[src/rtl/output_channel_tx_if.sv]
// Byte-stream bundle for one router output channel: the show-ahead FIFO read
// side, the per-packet CRC configuration bit, the req/ack output byte link and
// the transmitter status flags.
interface output_channel_tx_if #(
   parameter int DATA_WIDTH = 8
);
   logic [DATA_WIDTH-1:0] fifo_rd_data;
   logic                  fifo_empty;
   logic                  fifo_rd_en;
   logic                  crc_en;
   logic [DATA_WIDTH-1:0] data_out;
   logic                  data_out_req;
   logic                  data_out_ack;
   logic                  tx_busy;
   logic                  pkt_done;

   // Transmitter side: consumes FIFO and ack, produces the byte stream.
   modport master (
      input  fifo_rd_data,
      input  fifo_empty,
      input  crc_en,
      input  data_out_ack,
      output fifo_rd_en,
      output data_out,
      output data_out_req,
      output tx_busy,
      output pkt_done
   );

   // Environment side: FIFO owner and downstream receiver.
   modport slave (
      output fifo_rd_data,
      output fifo_empty,
      output crc_en,
      output data_out_ack,
      input  fifo_rd_en,
      input  data_out,
      input  data_out_req,
      input  tx_busy,
      input  pkt_done
   );
endinterface

[src/rtl/output_channel_tx.sv]
// Per-channel packet transmitter. Pops a header and its payload from the
// channel FIFO, forwards them over a req/ack byte link, optionally appends a
// CRC-8 over everything sent, and leaves a req-low gap between packets so the
// receiver sees a fresh req rising edge at each packet start.
module output_channel_tx #(
   parameter int                    DATA_WIDTH = 8,
   parameter int                    DATA_SIZE  = 6,
   parameter logic [DATA_WIDTH-1:0] CRC_POLY   = 8'h07
) (
   input logic                  clk,
   input logic                  rst_n,
   output_channel_tx_if.master  bus
);

   typedef enum logic [2:0] {
      S_IDLE,
      S_HDR,
      S_DATA,
      S_CRC,
      S_GAP
   } state_t;

   state_t                state_q, state_d;
   logic [DATA_SIZE-1:0]  rem_q, rem_d;
   logic [DATA_WIDTH-1:0] crc_q, crc_d;
   logic                  crc_en_l_q, crc_en_l_d;
   logic [DATA_WIDTH-1:0] data_q, data_d;
   logic                  req_q, req_d;
   logic                  busy_q, busy_d;
   logic                  done_q, done_d;
   logic                  rd_en_c;
   logic                  slot_free;

   // One full byte of MSB-first CRC-8 (no reflection, no final XOR).
   function automatic logic [DATA_WIDTH-1:0] crc_step(
      input logic [DATA_WIDTH-1:0] crc_in,
      input logic [DATA_WIDTH-1:0] byte_in
   );
      logic [DATA_WIDTH-1:0] c;
      c = crc_in ^ byte_in;
      for (int i = 0; i < DATA_WIDTH; i++) begin
         if (c[DATA_WIDTH-1]) c = (c << 1) ^ CRC_POLY;
         else                 c = c << 1;
      end
      return c;
   endfunction

   // The output register may take a new byte when it is empty or being accepted now.
   assign slot_free = !req_q || bus.data_out_ack;

   // Next-state, pop strobe and output-register updates for the framing FSM.
   always_comb begin
      state_d    = state_q;
      rem_d      = rem_q;
      crc_d      = crc_q;
      crc_en_l_d = crc_en_l_q;
      data_d     = data_q;
      req_d      = req_q;
      busy_d     = busy_q;
      done_d     = 1'b0;
      rd_en_c    = 1'b0;

      case (state_q)
         S_IDLE: begin
            if (!bus.fifo_empty) begin
               rd_en_c    = 1'b1;
               data_d     = bus.fifo_rd_data;
               req_d      = 1'b1;
               rem_d      = bus.fifo_rd_data[DATA_SIZE-1:0];
               crc_en_l_d = bus.crc_en;
               crc_d      = crc_step('0, bus.fifo_rd_data);
               busy_d     = 1'b1;
               state_d    = S_HDR;
            end
         end

         S_HDR, S_DATA: begin
            if (slot_free) begin
               if (rem_q != '0) begin
                  if (!bus.fifo_empty) begin
                     rd_en_c = 1'b1;
                     data_d  = bus.fifo_rd_data;
                     rem_d   = rem_q - DATA_SIZE'(1);
                     crc_d   = crc_step(crc_q, bus.fifo_rd_data);
                     req_d   = 1'b1;
                     state_d = S_DATA;
                  end else begin
                     // Underrun: drop req and wait in place for the next payload byte.
                     req_d = 1'b0;
                  end
               end else if (crc_en_l_q) begin
                  data_d  = crc_q;
                  req_d   = 1'b1;
                  state_d = S_CRC;
               end else begin
                  req_d   = 1'b0;
                  busy_d  = 1'b0;
                  done_d  = 1'b1;
                  state_d = S_GAP;
               end
            end
         end

         S_CRC: begin
            if (req_q && bus.data_out_ack) begin
               req_d   = 1'b0;
               busy_d  = 1'b0;
               done_d  = 1'b1;
               state_d = S_GAP;
            end
         end

         S_GAP: begin
            state_d = S_IDLE;
         end

         default: begin
            state_d = S_IDLE;
            req_d   = 1'b0;
            busy_d  = 1'b0;
         end
      endcase
   end

   // State, counters, CRC and the registered output byte link.
   always_ff @(posedge clk or negedge rst_n) begin
      if (!rst_n) begin
         state_q    <= S_IDLE;
         rem_q      <= '0;
         crc_q      <= '0;
         crc_en_l_q <= 1'b0;
         data_q     <= '0;
         req_q      <= 1'b0;
         busy_q     <= 1'b0;
         done_q     <= 1'b0;
      end else begin
         state_q    <= state_d;
         rem_q      <= rem_d;
         crc_q      <= crc_d;
         crc_en_l_q <= crc_en_l_d;
         data_q     <= data_d;
         req_q      <= req_d;
         busy_q     <= busy_d;
         done_q     <= done_d;
      end
   end

   // The pop strobe is combinational, so it is gated off while reset is held.
   assign bus.fifo_rd_en   = rd_en_c & rst_n;
   assign bus.data_out     = data_q;
   assign bus.data_out_req = req_q;
   assign bus.tx_busy      = busy_q;
   assign bus.pkt_done     = done_q;

endmodule
[src/flat_wrapper.sv]
// flat-port wrapper written by rule: the top's interface ports become plain ports
module output_channel_tx_flat 
#(
   parameter int                    DATA_WIDTH = 8,
   parameter int                    DATA_SIZE  = 6,
   parameter logic [DATA_WIDTH-1:0] CRC_POLY   = 8'h07
)
  (clk, rst_n, bus_fifo_rd_data, bus_fifo_empty, bus_crc_en, bus_data_out_ack, bus_fifo_rd_en, bus_data_out, bus_data_out_req, bus_tx_busy, bus_pkt_done);
  output_channel_tx_if #(.DATA_WIDTH(DATA_WIDTH)) bus_i ();
  input logic clk;
  input logic rst_n;
  input wire logic [$bits(bus_i.fifo_rd_data)-1:0] bus_fifo_rd_data;
  input wire logic [$bits(bus_i.fifo_empty)-1:0] bus_fifo_empty;
  input wire logic [$bits(bus_i.crc_en)-1:0] bus_crc_en;
  input wire logic [$bits(bus_i.data_out_ack)-1:0] bus_data_out_ack;
  output wire logic [$bits(bus_i.fifo_rd_en)-1:0] bus_fifo_rd_en;
  output wire logic [$bits(bus_i.data_out)-1:0] bus_data_out;
  output wire logic [$bits(bus_i.data_out_req)-1:0] bus_data_out_req;
  output wire logic [$bits(bus_i.tx_busy)-1:0] bus_tx_busy;
  output wire logic [$bits(bus_i.pkt_done)-1:0] bus_pkt_done;
  assign bus_i.fifo_rd_data = bus_fifo_rd_data;
  assign bus_i.fifo_empty = bus_fifo_empty;
  assign bus_i.crc_en = bus_crc_en;
  assign bus_i.data_out_ack = bus_data_out_ack;
  assign bus_fifo_rd_en = bus_i.fifo_rd_en;
  assign bus_data_out = bus_i.data_out;
  assign bus_data_out_req = bus_i.data_out_req;
  assign bus_tx_busy = bus_i.tx_busy;
  assign bus_pkt_done = bus_i.pkt_done;
  output_channel_tx #(.DATA_WIDTH(DATA_WIDTH), .DATA_SIZE(DATA_SIZE), .CRC_POLY(CRC_POLY)) u_core (.clk(clk), .rst_n(rst_n), .bus(bus_i));
endmodule
[config.mk]
export PLATFORM = sky130hd
export DESIGN_NAME = output_channel_tx_flat
export DESIGN_NICKNAME = d
export VERILOG_FILES = /design/src/rtl/output_channel_tx_if.sv /design/src/rtl/output_channel_tx.sv /design/src/flat_wrapper.sv
export SDC_FILE = /design/constraint.sdc
export NUM_CORES = 1
export LEC_CHECK = 0
export BUFFER_PORTS_ARGS = -buffer_cell sky130_fd_sc_hd__buf_2
export CAP_MARGIN = 20
export CORE_ASPECT_RATIO = 1.1
export CORE_MARGIN = 2
export CORE_UTILIZATION = 40
export DETAILED_ROUTE_END_ITERATION = 6
export GPL_TIMING_DRIVEN = 1
export HOLD_SLACK_MARGIN = 0.08
export PLACE_DENSITY_LB_ADDON = 0.2
export SYNTH_ARGS = -nofsm -noshare
export SYNTH_HDL_FRONTEND = slang
export SYNTH_SLANG_ARGS = --single-unit
[constraint.sdc]
create_clock -name clk -period 2.8 [get_ports clk]
set_input_delay 0.28 -clock clk [delete_from_list [all_inputs] [get_ports clk]]
set_output_delay 0.28 -clock clk [all_outputs]
set_load 0.05 [all_outputs]
# Word-level counts from Yosys, hierarchy flattened
# Cells that the tools add are included.
# op_classes
n_lt_le_gt_ge	0
n_reduce_logical	13
mul	0
div_mod_pow	0
mux	99
bitwise	20
n_eq_ne	13
add_sub_neg	1
shifts	0
# op_table
operator	n
8-bit 2-to-1 mux	50
3-bit 2-to-1 mux	22
3-bit NOT	16
8-bit case mux with 2 select lines	2
6-bit 2-to-1 mux	4
1-bit 2-to-1 mux	15
6-bit case mux with 2 select lines	1
3-bit case mux with 3 select lines	1
2-bit inequality test, second input constant	4
1-bit case mux with 4 select lines	2
4-bit AND reduction	2
8-bit bitwise XOR	1
3-bit by 2-bit == test with 1-bit output, second input constant	2
2-bit by 1-bit inequality test with 1-bit output, second input constant	3
6-bit AND reduction	1
6-bit nonzero test	1
6-bit by 1-bit subtractor with 6-bit output, second input constant	1
5-bit AND reduction	1
1-bit case mux with 2 select lines	2
3-bit by 1-bit == test with 1-bit output, second input constant	1
3-bit == test, second input constant	1
3-bit zero test	1
3-bit by 1-bit inequality test with 1-bit output, second input constant	1
3-bit inequality test, second input constant	1
9 further kinds	10
# word_totals
latchBits	0
output_inout_bits	12
word_cells	154
romBits	0
in_bits	13
mem_bits_rw	0
ff_bits	29
mem_count	0

# Logic depth before layout (Yosys ltp)
# Gate-level depths: netlist of the first run.
# depth
word_depth	49
ltp_mapped	8
ltp_nobuf	7

# Least setup slack after synthesis of the first run
# Ideal clock, no wire load.
# synth_timing
path_kind	reg-to-output
from	register u_core.rem_q[0]
to	output bus_fifo_rd_en
arrival_ps	1954
stages_incl_launch_ff	7
n_path_buf	0
slack_ps	566
t_required_ps	2520
cell_sequence	dfrtp_1 -> inv_1 -> ha_1 -> or4b_1 -> o211ai_1 -> o21ai_1 -> and3_1
# synth_via
elab_chain_len	5
# synth_lines
item	line	rtl
start: declaration	output_channel_tx.sv:24	logic [DATA_SIZE-1:0] rem_q, rem_d;
start signal: assignment	output_channel_tx.sv:138	rem_q <= rem_d;
6-bit nonzero test	output_channel_tx.sv:79	if (rem_q != '0) begin
1-bit 2-to-1 mux	output_channel_tx.sv:79	
1-bit 2-to-1 mux	output_channel_tx.sv:78	if (slot_free) begin
1-bit case mux with 2 select lines	output_channel_tx.sv:63	case (state_q)
1-bit bitwise AND	output_channel_tx.sv:149	assign bus.fifo_rd_en = rd_en_c & rst_n;
end: declaration	flat_wrapper.sv:16	output wire logic [$bits(bus_i.fifo_rd_en)-1:0] bus_fifo_rd_en;
# No other way between the ends.

# Final worst setup path of the first run
# Ends and elaborated chain as after synthesis.

==> results of run 1 <==
-- kinds of logic after synthesis --
family,share of synthesized area [%]
buffers and inverters,4.472
multiplexers,3.727
AND/OR/NAND/NOR,15.16
adder cells (fa/ha/maj),0.6210
XOR/XNOR,15.16
AO/OA/AOI/OAI,24.85
flip-flops,36.03
-- routing by layer --
layer	track usage (%)	vias up	wire length (um)
met5	0	-	0
met4	4.340	0	43
met3	4.108	5	212
met2	30.65	36	2343
met1	25.47	832	2274
li1	-	868	-
-- state kept, by name, indices dropped and copies added, names as in the netlist --
register	count
u_core.bus.tx_busy	1
u_core.rem_q	6
u_core.bus.pkt_done	1
u_core.crc_en_l_q	1
u_core.bus.data_out	8
u_core.bus.data_out_req	1
u_core.state_q	3
u_core.crc_q	8
-- final cells by class --
type | count | area [um^2]
well taps | 58 | 72.57
multi-input cells | 165 | 1199
fillers | 505 | 2614
clock inverters | 2 | 10.01
inverters | 9 | 33.78
repair buffers | 35 | 205.2
flip-flops and latches | 29 | 725.7
clock buffers | 6 | 72.57
-- cells in the final DEF, fill, tap and decap left out, drive strengths merged, types with 4 or more instances in the layout --
| cell type | instances |
|---|---|
| xor2 | 5 |
| inv | 9 |
| nor2 | 8 |
| nand3 | 4 |
| xnor3 | 4 |
| o22ai | 12 |
| o21ai | 13 |
| xnor2 | 14 |
| a2bb2oi | 11 |
| buf | 34 |
| nand4 | 4 |
| nand2 | 13 |
| nor3 | 10 |
| o211ai | 4 |
| clkbuf | 6 |
| nor3b | 4 |
| dfrtp | 29 |
| a21oi | 18 |
| mux2 | 4 |
-- timing repair --
| item | 4_1_cts | 5_1_grt |
|---|---|---|
| hold buffers | 1 | 0 |
| endpoints found under the hold margin | 29 | 0 |
| endpoints found under the setup margin | 0 | 1 |
| buffers inserted | 0 | 1 |
-- power by group --
group | internal (mW) | total (mW) | switching, mW | leakage, nW
logic | 0.944 | 2.22 | 1.28 | 0.615
clock network | 0.172 | 0.331 | 0.159 | 0.0450
registers | 0.628 | 0.879 | 0.251 | 0.341
-- final timing paths --
kind,startpoint,endpoint
hold reg to reg,u_core.rem_q[0],u_core.rem_q[0]
hold / removal,bus_crc_en,u_core.crc_en_l_q
min in group asynchronous,rst_n,u_core.rem_q[3]
setup reg to reg,u_core.rem_q[0],u_core.crc_q[4]
setup / recovery,u_core.rem_q[0],bus_fifo_rd_en
max in group asynchronous,rst_n,u_core.bus.data_out[4]
==> flow_summary.yaml, run 1 <==
synthesis:
  synth_largest_area_cell: "dfrtp_1"
  async_reset_ff_share_pct: 100.0
  yosys-top-cells-count: "dfrtp_1 (29), a21oi_1 (18), xnor2_1 (14)"
  synth-edff-count: 0
  synth_most_common_cell: "dfrtp_1"
  ys.flop_type: "dfrtp_1"
  ys_warn_count: 0
  syn_area_um2: 2014
  synth_top_area_share_pct: 36.02
  syn_nets: 231
  ys_ff_latch: 29
  synthCells: 217
  synth.area.top_cells: "dfrtp_1 (36%), xnor2_1 (6.1%), a2bb2oi_1 (4.8%), a21oi_1 (4.5%), o22ai_1 (3.7%)"
  ys_seq_area_share_pct: 36.02
  ys_types: 48
  avgSynthCellArea_um2: 9.283
die:
  rows: 27
  fp.coreArea_um2: 4932
  initial_core_util_pct: 40.84
  die_w_um: 71.66
  die_h_um: 78.43
  fp.dieArea_um2: 5620
  io_pins: 25
cells_and_area:
  antenna_cells: 0
  areaGrowthSynthToFinish_pct: 15.09
  final_util_pct: 47.01
  fin_area_um2: 2318
  drive_gt1_share_pct: 20.73
  fin_nets: 259
  finish.cell_count_without_fillers: 304
setup_path:
  critPathMaxFanout: 5
  required_ps: 2520
  reg2reg_depth: 8
  critPathKind: "reg2out"
  worst_ep_arrival_time_ps: 2210
  start_kind: "register"
  crit_path_cell_trace: "inv_1 -> ha_1 -> or4b_1 -> o211ai_1 -> o21ai_1 -> and3_1 -> buf_2"
  r2r_slack_ps: 400
  cp_num_buf_inv: 2
  cp_num_cells: 7
  cp_slowest_cell: "or4b_1"
  cpPeakStageDelay_ps: 490
  endpoint_kind: "output pin"
  cpLargestDelayFamily: "simple AND/OR/NAND/NOR gates"
grt:
  grt_overflow_total: 0
  antenna_found_initial: 0
  grt_pass1_wl_um: 8376
  grt_max_degree: 30
  grt.total_usage_pct: 18.81
  grt_pass1_vias: 1715
drt:
  post_drt_wl_per_cell_um: 16.03
  firstDrtPassIters: 4
  first_iter_violations: 97
  drt_wl_total_um: 4874
  vias: 1741
  drcViolationCount: 0
  antenna_left: 0
  via_per_inst: 5.727
timing:
  fmax_mhz: 401.9
  timing.final.hold_violations: 0
  finClkSkew_ps: 5.182
  period_minus_slack_ps: 2488
  finalSetupTns_ps: 0
  finalCritPeriodShare_pct: 88.86
  rsz0062_at_grt: "false"
  finalSetupViolCount: 0
  worst_slew_pin_slew_ps: 582.5
  setup_ws_ps: 311.8
  maxSlewViolCount: 0
  hold_ws_ps: 232.0
  max_slew_margin_pct: 61.17
power_and_ir_drop:
  power.density_nw_per_um2: 1480
  irDropWorstVdd_v: 0.0007693
  p_leak_nw: 1.001
  finalPower_mw: 3.432
cts:
  path_clk_slew_ps: 70
  htreeDepth: 2
  cts_buffer_depth: 2
  insertion_delay_ps: 280
  clkSinkCount: 29
  cts_tree: "done"
  cts_root_buf: "clkbuf_8"
  numCtsBuffers: 5
  cts_resized: 0
placed_design:
  dpl.cell_count: 294
  dpl_cell_area_um2: 2218
  finalWeightedCongestion: 0.7902
  dp_slack_ps: 427.5
  place_hpwl_um: 3667
  portBuffers: 24
run_status:
  status: "finished, final reports clean"
min_path:
  min_path_cells: 2
  hp-class: "in2reg"
job:
  cap_violations: 0
No activity file was read; power rests on OpenSTA's default activity.
==> run 2, diff against run 1 <==
--- a/config.mk
+++ b/config.mk
@@ -11,8 +11,9 @@
 export CORE_MARGIN = 2
 export CORE_UTILIZATION = 40
+export CTS_CLUSTER_SIZE = 14
 export DETAILED_ROUTE_END_ITERATION = 6
 export GPL_TIMING_DRIVEN = 1
 export HOLD_SLACK_MARGIN = 0.08
-export PLACE_DENSITY_LB_ADDON = 0.2
+export PLACE_DENSITY = 0.61
 export SYNTH_ARGS = -nofsm -noshare
 export SYNTH_HDL_FRONTEND = slang
==> constraint.sdc (replaced) <==
create_clock -name clk -period 2.8 [get_ports clk]
set_input_delay 0.28 -clock clk [delete_from_list [all_inputs] [get_ports clk]]
set_output_delay 0.28 -clock clk [all_outputs]
set_load 0.1 [all_outputs]
==> flow_summary.yaml, run 2 (synthesis results as in run 1) <==
run_status:
  status: "finished, final reports clean"
cells_and_area:
  multiInputGateArea_um2: 1200
  layout_commonest_cell: "dfrtp_1"
  most-common-layout-cells: "dfrtp_1 (29), buf_2 (23), a21oi_1 (18)"
  areaGrowthSynthToFinish_pct: 15.53
  drive_gt1_share_pct: 20.82
  fin_nets: 258
  regArea_um2: 725.7
  fillCellCount: 473
  antenna_cells: 0
die:
  fp.dieArea_um2: 5620
  rows: 27
  initial_core_util_pct: 40.84
  die_h_um: 78.43
  die_w_um: 71.66
  fp.coreArea_um2: 4932
  io_pins: 25
cts:
  clkSinkCount: 29
  cts_root_buf: "clkbuf_8"
  insertion_delay_ps: 280
  path_clk_slew_ps: 70
  cts_buffer_depth: 2
  numCtsBuffers: 5
  cts_resized: 0
  cts_tree: "done"
  htreeDepth: 2
setup_path:
  crit_path_cell_trace: "inv_1 -> ha_1 -> or4b_1 -> o211ai_1 -> o21ai_1 -> and3_2 -> buf_12"
  cpLargestDelayFamily: "simple AND/OR/NAND/NOR gates"
  required_ps: 2520
  cp_num_cells: 7
  reg2reg_depth: 8
  cpPeakStageDelay_ps: 490
  start_kind: "register"
  cp_num_buf_inv: 2
  critPathMaxFanout: 5
  worst_ep_arrival_time_ps: 2210
  critPathKind: "reg2out"
  endpoint_kind: "output pin"
  cp_slowest_cell: "or4b_1"
grt:
  antenna_found_initial: 0
  gr-usage-met2_pct: 33.15
  grt_use_met1_pct: 24.80
  grt_pass1_wl_um: 8680
  grt_overflow_total: 0
  gr-max-usage-layer: "met2"
  grt_max_degree: 30
  use_met3_pct: 4.365
  grt.total_usage_pct: 19.76
  grt_pass1_vias: 1789
drt:
  vias: 1783
  drcViolationCount: 0
  via_per_inst: 5.884
  antenna_left: 0
  post_drt_wl_per_cell_um: 16.42
  drt_wl_total_um: 4975
  firstDrtPassIters: 4
  first_iter_violations: 155
timing:
  worst_slew_pin_slew_ps: 690.6
  period_minus_slack_ps: 2488
  rsz0062_at_grt: "false"
  hold_ws_ps: 227.0
  max_slew_margin_pct: 53.96
  timing.final.hold_violations: 0
  finalCritPeriodShare_pct: 88.85
  maxSlewViolCount: 0
  finalSetupTns_ps: 0
  fmax_mhz: 402.0
  finClkSkew_ps: 5.454
  finalSetupViolCount: 0
job:
  cap_violations: 0
min_path:
  min_path_cells: 2
  hp-class: "in2reg"
placed_design:
  finalWeightedCongestion: 0.7832
  place_hpwl_um: 3621
  portBuffers: 24
run 2: cell count changes in the layout (fill, tap and decap cells not counted), sizes merged:
| cell | delta |
|---|---|
| buf | -1 |
run 2: final timing paths:
check                           startpoint                 to  slack (ps)
max reg2reg                u_core.rem_q[0]    u_core.crc_q[4]         440
min in group asynchronous            rst_n    u_core.crc_q[3]         600
max in group asynchronous            rst_n    u_core.crc_q[7]        1900
max                        u_core.rem_q[0]     bus_fifo_rd_en         310
min reg2reg                u_core.rem_q[0]    u_core.rem_q[0]         510
min                             bus_crc_en  u_core.crc_en_l_q         230
run 2: final cells by class:
class | instances | share of cell area [%]
Clock buffer | 6 | 3.118
Clock inverter | 2 | 0.4301
Multi-Input combinational cell | 165 | 51.56
Timing Repair Buffer | 34 | 9.140
Tap cell | 58 | 3.118
Sequential cell | 29 | 31.18
Inverter | 9 | 1.452
run 2: worst register-to-register path, stage by stage, from the launching register on:
cell and delay (ps):
dfrtp_1 390, inv_1 80, ha_1 210, or4b_1 490, o211ai_1 230, buf_4 160
o21a_1 280, o21ai_0 140, a311oi_1 280
run 2: timing repair:
item / in CTS / in global routing
endpoints found under the setup margin: 0 / 1
hold endpoints to repair: 1 / 0
hold buffers: 1 / 0
setup buffers: 0 / 1
run 2: stage by stage:
stage          cell area (um^2)  utilization (%)  std cells  setup WS (ps)
5_1_grt                    2327            47.18        303          179.1
2_1_floorplan              2016                -        217          275.5
3_3_place_gp               2227            45.15        293          514.6
3_5_place_dp               2227            45.15        293          362.8
4_1_cts                    2320            47.03        302          135.9
6_report                   2327            47.18        303          312.2
run 2: layer usage:
metal  vias to the layer above  part of all wire [%]
met4                         0                   2.4
met3                         9                   5.2
met5                         -                     0
met1                       858                    44
met2                        48                    49
li1                        868                     -
Power of run 2 is not shown: default switching activity piles up to over one toggle a cycle in this logic, so the estimate is an artifact.
==> run 3, diff against run 2 <==
--- a/config.mk
+++ b/config.mk
@@ -9,5 +9,5 @@
 export CAP_MARGIN = 20
 export CORE_ASPECT_RATIO = 1.1
-export CORE_MARGIN = 2
+export CORE_MARGIN = 5
 export CORE_UTILIZATION = 40
 export CTS_CLUSTER_SIZE = 14
==> constraint.sdc (replaced) <==
create_clock -name clk -period 2.8 [get_ports clk]
set_input_delay 0.28 -clock clk [delete_from_list [all_inputs] [get_ports clk]]
set_output_delay 0.28 -clock clk [all_outputs]
set_load 0.01 [all_outputs]
==> flow_summary.yaml, run 3 (synthesis results as in run 1) <==
timing:
  fmax_mhz: 390.7
  hold_ws_ps: 246.4
  rsz0062_at_grt: "false"
  worst_slew_pin_slew_ps: 672.0
  finalSetupTns_ps: 0
  finClkSkew_ps: 10.25
  timing.final.hold_violations: 0
  maxSlewViolCount: 0
  max_slew_margin_pct: 55.20
  finalSetupViolCount: 0
  finalCritPeriodShare_pct: 91.41
  setup_ws_ps: 240.6
  period_minus_slack_ps: 2559
power_and_ir_drop:
  finalPower_mw: 3.214
  irDropWorstVdd_v: 0.0006317
  power.density_nw_per_um2: 1398
  p_leak_nw: 0.9851
drt:
  via_per_inst: 6.010
  first_iter_violations: 86
  drcViolationCount: 0
  firstDrtPassIters: 4
  antenna_left: 0
  post_drt_wl_per_cell_um: 17.15
  drt_wl_total_um: 5145
  vias: 1803
setup_path:
  crit_path_cell_trace: "inv_1 -> ha_1 -> or4b_1 -> o211ai_1 -> buf_4 -> o21ai_1 -> and3_1 -> buf_2"
  endpoint_kind: "output pin"
  worst_ep_arrival_time_ps: 2280
  cpLargestDelayFamily: "simple AND/OR/NAND/NOR gates"
  r2r-start: "u_core.rem_q[0]"
  r2r_slack_ps: 320
  required_ps: 2520
  critPathMaxFanout: 5
  critPathKind: "reg2out"
  startpoint: "u_core.rem_q[0]"
  cp_slowest_cell: "or4b_1"
  cp_num_buf_inv: 3
  cpPeakStageDelay_ps: 500
  start_kind: "register"
cells_and_area:
  layout_commonest_cell: "dfrtp_1"
  most-common-layout-cells: "dfrtp_1 (29), buf_2 (24), a21oi_1 (18)"
  antenna_cells: 0
  areaGrowthSynthToFinish_pct: 14.16
  fin_nets: 256
  final_util_pct: 46.63
  drive_gt1_share_pct: 19.42
cts:
  htreeDepth: 2
  numCtsBuffers: 5
  cts_buffer_depth: 2
  clkSinkCount: 29
  insertion_delay_ps: 290
  cts_root_buf: "clkbuf_8"
  path_clk_slew_ps: 70
  cts_tree: "done"
die:
  fp.coreArea_um2: 4932
  io_pins: 25
  die_w_um: 77.66
  initial_core_util_pct: 40.84
  die_h_um: 84.43
  rows: 27
  fp.dieArea_um2: 6557
min_path:
  min_from: "bus_crc_en"
  hp-class: "in2reg"
placed_design:
  place_hpwl_um: 3655
  portBuffers: 24
  dp_slack_ps: 362.8
  finalWeightedCongestion: 0.7887
grt:
  grt_pass1_wl_um: 9004
  grt.total_usage_pct: 16.77
  grt_max_degree: 31
  grt_pass1_vias: 1827
  antenna_found_initial: 0
  grt_overflow_total: 0
run_status:
  status: "finished, final reports clean"
job:
  cap_violations: 0
run 3: path summary, 6_finish.rpt:
kind	to	cells after the start
setup / recovery	bus_fifo_rd_en	8
hold / removal	u_core.crc_en_l_q	2
setup reg to reg	u_core.crc_q[4]	7
hold reg to reg	u_core.rem_q[0]	2
max in group asynchronous	u_core.crc_q[7]	3
min in group asynchronous	u_core.rem_q[1]	3
run 3: final cells by class:
| type | count | area, um^2 |
|---|---|---|
| flip-flops and latches | 29 | 725.7 |
| well taps | 58 | 72.57 |
| inverters | 9 | 33.78 |
| clock buffers | 7 | 86.33 |
| multi-input cells | 165 | 1199 |
| repair buffers | 32 | 182.7 |
| fillers | 480 | 2633 |
run 3: what timing repair did:
action,CTS,global route
gates resized for setup,0,0
endpoints found under the hold margin,29,0
hold buffers,1,0
setup buffers,0,0
endpoints found under the setup margin,0,0
run 3: where the power goes:
group	switching [mW]	internal [mW]	leakage [nW]
clock network	0.161	0.195	0.0443
registers	0.260	0.628	0.341
logic	1.05	0.916	0.600
run 3: through the flow:
step | area [um^2] | std cells
after detailed placement | 2203 | 292
after global routing | 2300 | 300
after global placement | 2203 | 292
after floorplan | 2014 | 217
after CTS | 2300 | 300
final | 2300 | 300
run 3: worst register-to-register path: stages (launching register included):
cell and delay, ps:
dfrtp_1 400, inv_1 80, ha_1 210, or4b_1 500, o211ai_1 230, o21a_1 490
o21ai_0 190, a311oi_1 290
run 3: routing by layer:
layer | share of wire [%] | wire length [um] | vias to the layer above | track usage [%]
met5 | 0 | 0 | - | 0
met4 | 1.5 | 79 | 0 | 5.469
met3 | 3.0 | 152 | 9 | 3.433
met2 | 49 | 2525 | 31 | 26.80
met1 | 46 | 2388 | 909 | 22.57
li1 | - | - | 854 | -
